<file path="config.mk">
export PLATFORM = sky130hd
export DESIGN_NAME = program_counter_unit
export DESIGN_NICKNAME = d
export VERILOG_FILES = /design/src/rtl/riscv_defs.sv /design/src/rtl/next_pc_select.sv /design/src/rtl/program_counter_unit.sv
export SDC_FILE = /design/constraint.sdc
export NUM_CORES = 1
export LEC_CHECK = 0
export ABC_AREA = 1
export CAP_MARGIN = 20
export CELL_PAD_IN_SITES_DETAIL_PLACEMENT = 1
export CELL_PAD_IN_SITES_GLOBAL_PLACEMENT = 2
export CORE_ASPECT_RATIO = 1.75
export CORE_MARGIN = 3
export CORE_UTILIZATION = 26
export CTS_BUF_LIST = sky130_fd_sc_hd__clkbuf_4
export DETAILED_ROUTE_END_ITERATION = 10
export HOLD_SLACK_MARGIN = 0.1
export PLACE_DENSITY = 0.95
export SYNTH_ARGS = -nofsm -noshare
export SYNTH_HDL_FRONTEND = slang
export SYNTH_HIERARCHICAL = 1
export SYNTH_SLANG_ARGS = --single-unit
</file>
<file path="constraint.sdc">
create_clock -name clock -period 12.82 [get_ports clock]
set_clock_uncertainty 0.2 [all_clocks]
set_input_delay 2.564 -clock clock [delete_from_list [all_inputs] [get_ports clock]]
set_output_delay 2.564 -clock clock [all_outputs]
set_load 0.02 [all_outputs]
</file>
<file path="src/rtl/riscv_defs.sv">
// Shared fetch-stage definitions: default PC geometry, next-PC select codes and PC FSM states.
package riscv_defs;

    localparam int          DEF_XLEN         = 64;
    localparam logic [63:0] DEF_RESET_VECTOR = 64'h0;
    localparam logic [63:0] DEF_TRAP_VECTOR  = 64'h100;

    typedef enum logic [2:0] {
        SEL_TRAP,
        SEL_MRET,
        SEL_JALR,
        SEL_BR,
        SEL_HOLD,
        SEL_SEQ
    } pc_sel_e;

    typedef enum logic {
        ST_BOOT,
        ST_RUN
    } pc_state_e;

endpackage

</file>
<file path="src/rtl/next_pc_select.sv">
// Combinational next-PC arbitration: picks the highest-priority redirect source and flags misaligned targets.
module next_pc_select
    import riscv_defs::*;
#(
    parameter int          XLEN       = DEF_XLEN,
    parameter int unsigned ALIGN_BITS = 2
) (
    input  logic            stall_i,
    input  logic            trap_i,
    input  logic            mret_i,
    input  logic            jalr_taken_i,
    input  logic            branch_taken_i,
    input  logic [XLEN-1:0] epc_i,
    input  logic [XLEN-1:0] jalr_target_i,
    input  logic [XLEN-1:0] branch_target_i,
    output pc_sel_e         sel_o,
    output logic [XLEN-1:0] target_o,
    output logic            misaligned_o
);

    localparam logic [XLEN-1:0] ALIGN_MASK = XLEN'((64'd1 << ALIGN_BITS) - 64'd1);

    always_comb begin
        sel_o    = SEL_SEQ;
        target_o = '0;
        if (trap_i) begin
            sel_o = SEL_TRAP;
        end else if (mret_i) begin
            sel_o    = SEL_MRET;
            target_o = epc_i;
        end else if (jalr_taken_i) begin
            sel_o    = SEL_JALR;
            target_o = {jalr_target_i[XLEN-1:1], 1'b0};
        end else if (branch_taken_i) begin
            sel_o    = SEL_BR;
            target_o = branch_target_i;
        end else if (stall_i) begin
            sel_o = SEL_HOLD;
        end
    end

    // Only target-carrying redirects can be misaligned; trap goes to a fixed vector.
    assign misaligned_o = (sel_o == SEL_MRET || sel_o == SEL_JALR || sel_o == SEL_BR) &&
                          ((target_o & ALIGN_MASK) != '0);

endmodule

</file>
<file path="src/rtl/program_counter_unit.sv">
// Fetch-stage PC register with BOOT/RUN gating, prioritised redirects and misaligned-target trapping.
module program_counter_unit
    import riscv_defs::*;
#(
    parameter int              XLEN         = DEF_XLEN,
    parameter logic [XLEN-1:0] RESET_VECTOR = XLEN'(DEF_RESET_VECTOR),
    parameter logic [XLEN-1:0] TRAP_VECTOR  = XLEN'(DEF_TRAP_VECTOR),
    parameter int unsigned     INC          = 4,
    parameter int unsigned     ALIGN_BITS   = 2
) (
    input  logic            clock,
    input  logic            reset,
    input  logic            stall,
    input  logic            branch_taken,
    input  logic [XLEN-1:0] branch_target,
    input  logic            jalr_taken,
    input  logic [XLEN-1:0] jalr_target,
    input  logic            trap,
    input  logic            mret,
    input  logic [XLEN-1:0] epc_in,
    output logic [XLEN-1:0] PC_Out,
    output logic [XLEN-1:0] PC_Plus_Inc,
    output logic [XLEN-1:0] PC_Prev,
    output logic            fetch_valid,
    output logic            misaligned,
    output logic [XLEN-1:0] bad_addr
);

    pc_state_e       state_q, state_d;
    logic [XLEN-1:0] pc_q, pc_d;
    logic [XLEN-1:0] pc_prev_q, pc_prev_d;
    logic [XLEN-1:0] bad_addr_q, bad_addr_d;
    logic            misaligned_q, misaligned_d;

    pc_sel_e         sel;
    logic [XLEN-1:0] sel_target;
    logic            sel_misaligned;

    next_pc_select #(
        .XLEN       (XLEN),
        .ALIGN_BITS (ALIGN_BITS)
    ) u_next_pc_select (
        .stall_i         (stall),
        .trap_i          (trap),
        .mret_i          (mret),
        .jalr_taken_i    (jalr_taken),
        .branch_taken_i  (branch_taken),
        .epc_i           (epc_in),
        .jalr_target_i   (jalr_target),
        .branch_target_i (branch_target),
        .sel_o           (sel),
        .target_o        (sel_target),
        .misaligned_o    (sel_misaligned)
    );

    assign PC_Plus_Inc = pc_q + XLEN'(INC);

    always_comb begin
        state_d      = state_q;
        pc_d         = pc_q;
        pc_prev_d    = pc_prev_q;
        bad_addr_d   = bad_addr_q;
        misaligned_d = 1'b0;
        case (state_q)
            ST_BOOT: state_d = ST_RUN;
            ST_RUN: begin
                case (sel)
                    SEL_TRAP: pc_d = TRAP_VECTOR;
                    SEL_MRET, SEL_JALR, SEL_BR: begin
                        if (sel_misaligned) begin
                            pc_d         = TRAP_VECTOR;
                            bad_addr_d   = sel_target;
                            misaligned_d = 1'b1;
                        end else begin
                            pc_d = sel_target;
                        end
                    end
                    SEL_HOLD: pc_d = pc_q;
                    default:  pc_d = PC_Plus_Inc;
                endcase
                // PC_Prev only tracks edges that actually move the PC, so it holds across stalls.
                if (pc_d != pc_q) pc_prev_d = pc_q;
            end
            default: state_d = ST_BOOT;
        endcase
    end

    always_ff @(posedge clock or posedge reset) begin
        if (reset) begin
            state_q      <= ST_BOOT;
            pc_q         <= RESET_VECTOR;
            pc_prev_q    <= RESET_VECTOR;
            bad_addr_q   <= '0;
            misaligned_q <= 1'b0;
        end else begin
            state_q      <= state_d;
            pc_q         <= pc_d;
            pc_prev_q    <= pc_prev_d;
            bad_addr_q   <= bad_addr_d;
            misaligned_q <= misaligned_d;
        end
    end

    assign PC_Out      = pc_q;
    assign PC_Prev     = pc_prev_q;
    assign bad_addr    = bad_addr_q;
    assign misaligned  = misaligned_q;
    assign fetch_valid = (state_q == ST_RUN) & ~stall;

endmodule

</file>
== Word level (Yosys, flattened, before mapping) ==
Cells that the tools add are included.

* $add $sub $neg: 1
* Eq/ne operators: 5
* Multiplexer cells: 15
* Bitwise operators: 2
* Reduce and logical (&&, ||, !) cells: 8

{| class="wikitable"
|+ Operators with widths
! kind !! count
|-
| 2-to-1 mux 64 bit || 6
|-
| one-hot mux 64 bit (3 select lines) || 1
|-
| adder 64 x 3 -> 64 bit (second input constant) || 1
|-
| != test 64 bit || 1
|-
| nonzero test 64 bit || 1
|-
| 2-to-1 mux 3 bit || 4
|-
| equality test 3 x 2 -> 1 bit (second input constant) || 2
|-
| 2-to-1 mux 1 bit || 4
|-
| equality test 3 x 1 -> 1 bit (second input constant) || 1
|-
| equality test 3 bit (second input constant) || 1
|-
| zero test 3 bit || 1
|-
| AND reduction 3 bit || 1
|-
| OR reduction 3 bit || 1
|-
| logical OR 1 bit || 2
|-
| AND reduction 2 bit || 1
|-
| bitwise AND 1 bit || 1
|-
| logical AND 1 bit || 1
|-
| NOT 1 bit || 1
|}

* Bits in registers: 194
* Input port bits: 199
* Output and inout port bits: 258
* Word-level logic and storage cells: 36

== Longest topological paths before layout ==
* Depth in word-level cells: 14
* Depth in mapped cells: 25
* Depth with buffers taken out: 23

== Modules after synthesis ==
Netlist, hierarchy kept.

{| class="wikitable"
|+ Modules (own cells, without submodules)
! module !! times used !! cells an instance !! area an instance (µm²) !! sequential area each (µm²)
|-
| program_counter_unit || 1 || 1820 || 11969.0 || 4854.7
|-
| next_pc_select || 1 || 307 || 1557.7 || 0.0
|}

== Worst setup path after synthesis ==
OpenSTA, ideal clock, no wires.

* Kind: input to output
* Start point: input stall
* End point: output fetch_valid
* Arrival: 2857 ps
* Data required time: 10056 ps
* Path slack: 7199 ps
* Stages on the path: 1
* Path buffers: 0
* Cells stage by stage: nor2_1

* Word-level cells in the longest chain between the ends: 2

{| class="wikitable"
|+ RTL lines
! element !! RTL line !! text
|-
| start, declared || program_counter_unit.sv:13 || <nowiki>input logic stall,</nowiki>
|-
| NOT 1 bit || program_counter_unit.sv:108 || <nowiki>assign fetch_valid = (state_q == ST_RUN) & ~stall;</nowiki>
|-
| bitwise AND 1 bit || program_counter_unit.sv:108 ||
|-
| end, declared || program_counter_unit.sv:24 || <nowiki>output logic fetch_valid,</nowiki>
|}

No other way between the ends.

== Worst setup path after layout ==
* Start point: input trap
* End point: register pc_prev_q[38], in the netlist PC_Prev[38]

* Word-level cells in the longest chain between the ends: 10
* Elaborated cells on any way between the ends: 17
* Those cells by class: 5 x eq/ne; 5 x mux; 7 x reduce/logical

{| class="wikitable"
|+ RTL lines
! element !! RTL line !! text
|-
| start, declared || program_counter_unit.sv:18 || <nowiki>input logic trap,</nowiki>
|-
| 2-to-1 mux 3 bit (*) || next_pc_select.sv:26 || <nowiki>if (trap_i) begin</nowiki>
|-
| net sel[1] || program_counter_unit.sv:35 || <nowiki>pc_sel_e sel;</nowiki>
|-
| equality test 3 x 1 -> 1 bit / equality test 3 x 2 -> 1 bit (equally long branches) || next_pc_select.sv:43, program_counter_unit.sv:67 ||
|-
| logical OR 1 bit (2 in a row) || next_pc_select.sv:43 || <nowiki>assign misaligned_o = (sel_o == SEL_MRET || sel_o == SEL_JALR || sel_o == SEL_BR) &&</nowiki>
|-
| logical AND 1 bit || next_pc_select.sv:43 ||
|-
| 2-to-1 mux 64 bit || program_counter_unit.sv:70 || <nowiki>if (sel_misaligned) begin</nowiki>
|-
| one-hot mux 64 bit (3 select lines) (*) || program_counter_unit.sv:67 || <nowiki>case (sel)</nowiki>
|-
| 2-to-1 mux 64 bit (*) || program_counter_unit.sv:64 || <nowiki>case (state_q)</nowiki>
|-
| != test 64 bit (*) || program_counter_unit.sv:82 || <nowiki>if (pc_d != pc_q) pc_prev_d = pc_q;</nowiki>
|-
| AND reduction 2 bit (no source line) (*) || -- ||
|-
| end signal, assigned || program_counter_unit.sv:98 || <nowiki>pc_prev_q <= pc_prev_d;</nowiki>
|-
| end, declared || program_counter_unit.sv:31 || <nowiki>logic [XLEN-1:0] pc_prev_q, pc_prev_d;</nowiki>
|}

Mark *: on every way through the listed nets, which the timed path passes. The rest lies on a longest branch. The select of a mux whose other input is x is not followed.
A chain may end at the register's enable or synchronous reset.

==> qor.yml <==
cts_root_buf: "clkbuf_4"
rsz0062_at_grt: "no"
dpl.cell_count: 3157
numCtsBuffers: 17
synth_xor_area_share_pct: 0.583
clkLatencyLatePin_ps: 710
ys_ff_latch: 194
first_global_vias: 17400
gp_congestion: 0.914
cp.required_ps: 13210
start_util_pct: 26.3
cts_buffer_depth: 2
yosysSeqAreaShare_pct: 35.9
multi_input_area_um2: 7300
htree_levels: 4
cts_tree: "done"
grtUsageTotal_pct: 27.0
die_area_um2: 54900
fin_setup_tns_ps: 0
via_per_inst: 5.15
power_leakage_uw: 0.00796
drive_above_1_share_pct: 4.05
layout_common_cells: "781 x nand2_1, 453 x clkdlybuf4s50_1, 210 x nand3_1"
ys_async_sr_fraction_pct: 100
wl_um: 75600
path_max_fanout: 64
drv_cap: 0
synth_warnings: 6
area_delta_synth_final_pct: 38.6
vias: 16400
die_h_um: 308
synth_edf_count: 0
hold_viol: 0
relSlewSlack_pct: 29.4
post_cts_buffers: 0
wl_per_cell_um: 23.7
grt_pass1_wl_um: 110000
synth_simple_gate_area_share_pct: 36.5
synth_fp_nets: 2327
ff_latch_area_um2: 4860
design.core.area_um2: 51500
fin_crit_sh_pct: 61.9
ys.flop_type: "dfrtp_1"
dr.pass1.iters: 5
finalPower_uw: 1850
clkTransAtPathRegs_ps: 140
synth_top_family_by_area: "simple AND/OR/NAND/NOR gates"
max_freq_mhz: 126
netlist_instances: 2127
synth_compound_area_share_pct: 16.7
yosysUniqueCellTypes: 38
cts_hold_buffers: 0
cp-end-kind: "flip-flop"
avgSynthCellArea_um2: 6.36
worstHoldPathType: "reg -> reg"
synth_mux_area_share_pct: 0
critPathKind: "in -> reg"
holdWs_ps: 292
grt_max_degree: 88
fillers: 6589
final_common_cell: "nand2_1"
post-route-util_pct: 36.4
grt_overflow: 0
route.detailed.drc: 0
max_slew.worst_pin.slew_ps: 1060
slew_violations: 0
start_kind: "input pin"
io_pins: 457
hpwl_um: 59000
placementRows: 110
place.port_buffers: 455
irDropWorstVdd_mv: 0.0552
initialDrtViolationCount: 836
cts_resized: 0
setup_violations: 0
fin_nets: 2704
cts_sinks: 194
antenna_found_initial: 2
fp.dieW_um: 178
power_per_cell_area_nw_per_um2: 98.5
synth_area_um2: 13500
status: "finished, final reports clean"
fin_cells: 3191
yosys.area_share.adder_pct: 0.0925
postRouteAntennaNets: 0
crit_arrival_ps: 8330
fin_crit_ps: 7940
path summary, 6_finish.rpt:
path | from | end | slack, ps | cells past startpoint
worst max-delay path | trap | PC_Prev[38] | 4880 | 20
max in group asynchronous | reset | state_q | 8860 | 3
min in group asynchronous | reset | PC_Out[38] | 2110 | 2
worst min register to register | PC_Prev[40] | PC_Prev[40] | 290 | 2
worst min-delay path | PC_Prev[40] | PC_Prev[40] | 290 | 2
worst max register to register | PC_Out[2] | PC_Prev[38] | 8250 | 19
state kept, by name, indices dropped and copies added, names as in the netlist:
name        cells
bad_addr       64
state_q         1
PC_Prev        64
PC_Out         64
misaligned      1
worst max-delay path: stages:
cell	delay, ps
clkdlybuf4s50_1	580
clkinv_2	670
nand2_1	280
nor2_1	90
nor2_2	440
nor2_4	30
buf_4	380
inv_1	890
o211ai_1	260
o211ai_1	170
nand2_1	100
nor2_1	220
nand3_1	170
nor2_1	160
nand3_1	100
nor2_1	150
nand2_2	90
nand2_4	620
nand2_1	160
nand2_1	100
report_power, final:
part / leakage (µW) / switching [µW] / internal (µW)
Combinational: 0.00518 / 392 / 278
Sequential: 0.00261 / 81.8 / 683
Clock: 0.000173 / 268 / 144
Total: 0.00796 / 742 / 1100
metal layers:
metal	up-vias	part of all wire, %	track usage [%]
met5	-	0	0
met4	0	7.1	17.2
met3	163	4.3	3.74
met2	551	53	50.4
met1	8083	35	27.8
li1	7638	-	-
cells by family after synthesis:
kind of cell,Yosys count
simple gates,1194
compound gates,416
other cells,1
flops,194
buf+inv,312
xor+xnor,9
fa+ha+maj,1
layout make-up:
class                      instances  share of cell area (%)
clock buffer                      18                   0.721
sequential                       194                    25.9
inverter                         200                    4.06
multi-input combinational       1621                    38.9
tap                              672                    4.48
clock inverter                    14                    1.04
timing repair buffer             470                    24.8
antenna                            2                  0.0267
stage by stage:
| step | instance area [µm²] | setup WS [ps] |
|---|---|---|
| after global routing | 18700 | 4360 |
| final | 18700 | 4880 |
| after global placement | 18400 | 4310 |
| after CTS | 18700 | 4900 |
| after floorplan | 13500 | 4770 |
| after detailed placement | 18400 | 4170 |
cell usage after synthesis (2+ instances only):
master / n / area share [%]
nand2_1: 783 / 22
nand3_1: 210 / 7.8
o21ai_0: 201 / 7.4
dfrtp_1: 194 / 36
inv_1: 186 / 5.2
nor2_1: 133 / 3.7
a21oi_1: 120 / 4.4
clkbuf_1: 45 / 1.2
o22ai_1: 39 / 1.8
and2_1: 19 / 0.88
nand4_1: 19 / 0.88
o21ai_1: 18 / 0.67
buf_2: 17 / 0.63
buf_4: 16 / 0.89
buf_1: 13 / 0.36
buf_6: 13 / 1.1
nor2_2: 13 / 0.60
a21oi_2: 12 / 0.78
o211ai_1: 12 / 0.67
o221ai_1: 12 / 0.78
inv_2: 11 / 0.31
xor2_1: 9 / 0.58
nand2_2: 5 / 0.23
nor3_1: 5 / 0.18
clkbuf_2: 4 / 0.15
nor2_4: 4 / 0.33
clkbuf_8: 2 / 0.20
clkinv_1: 2 / 0.056
Note: power is estimated with default switching activity, not from simulation.
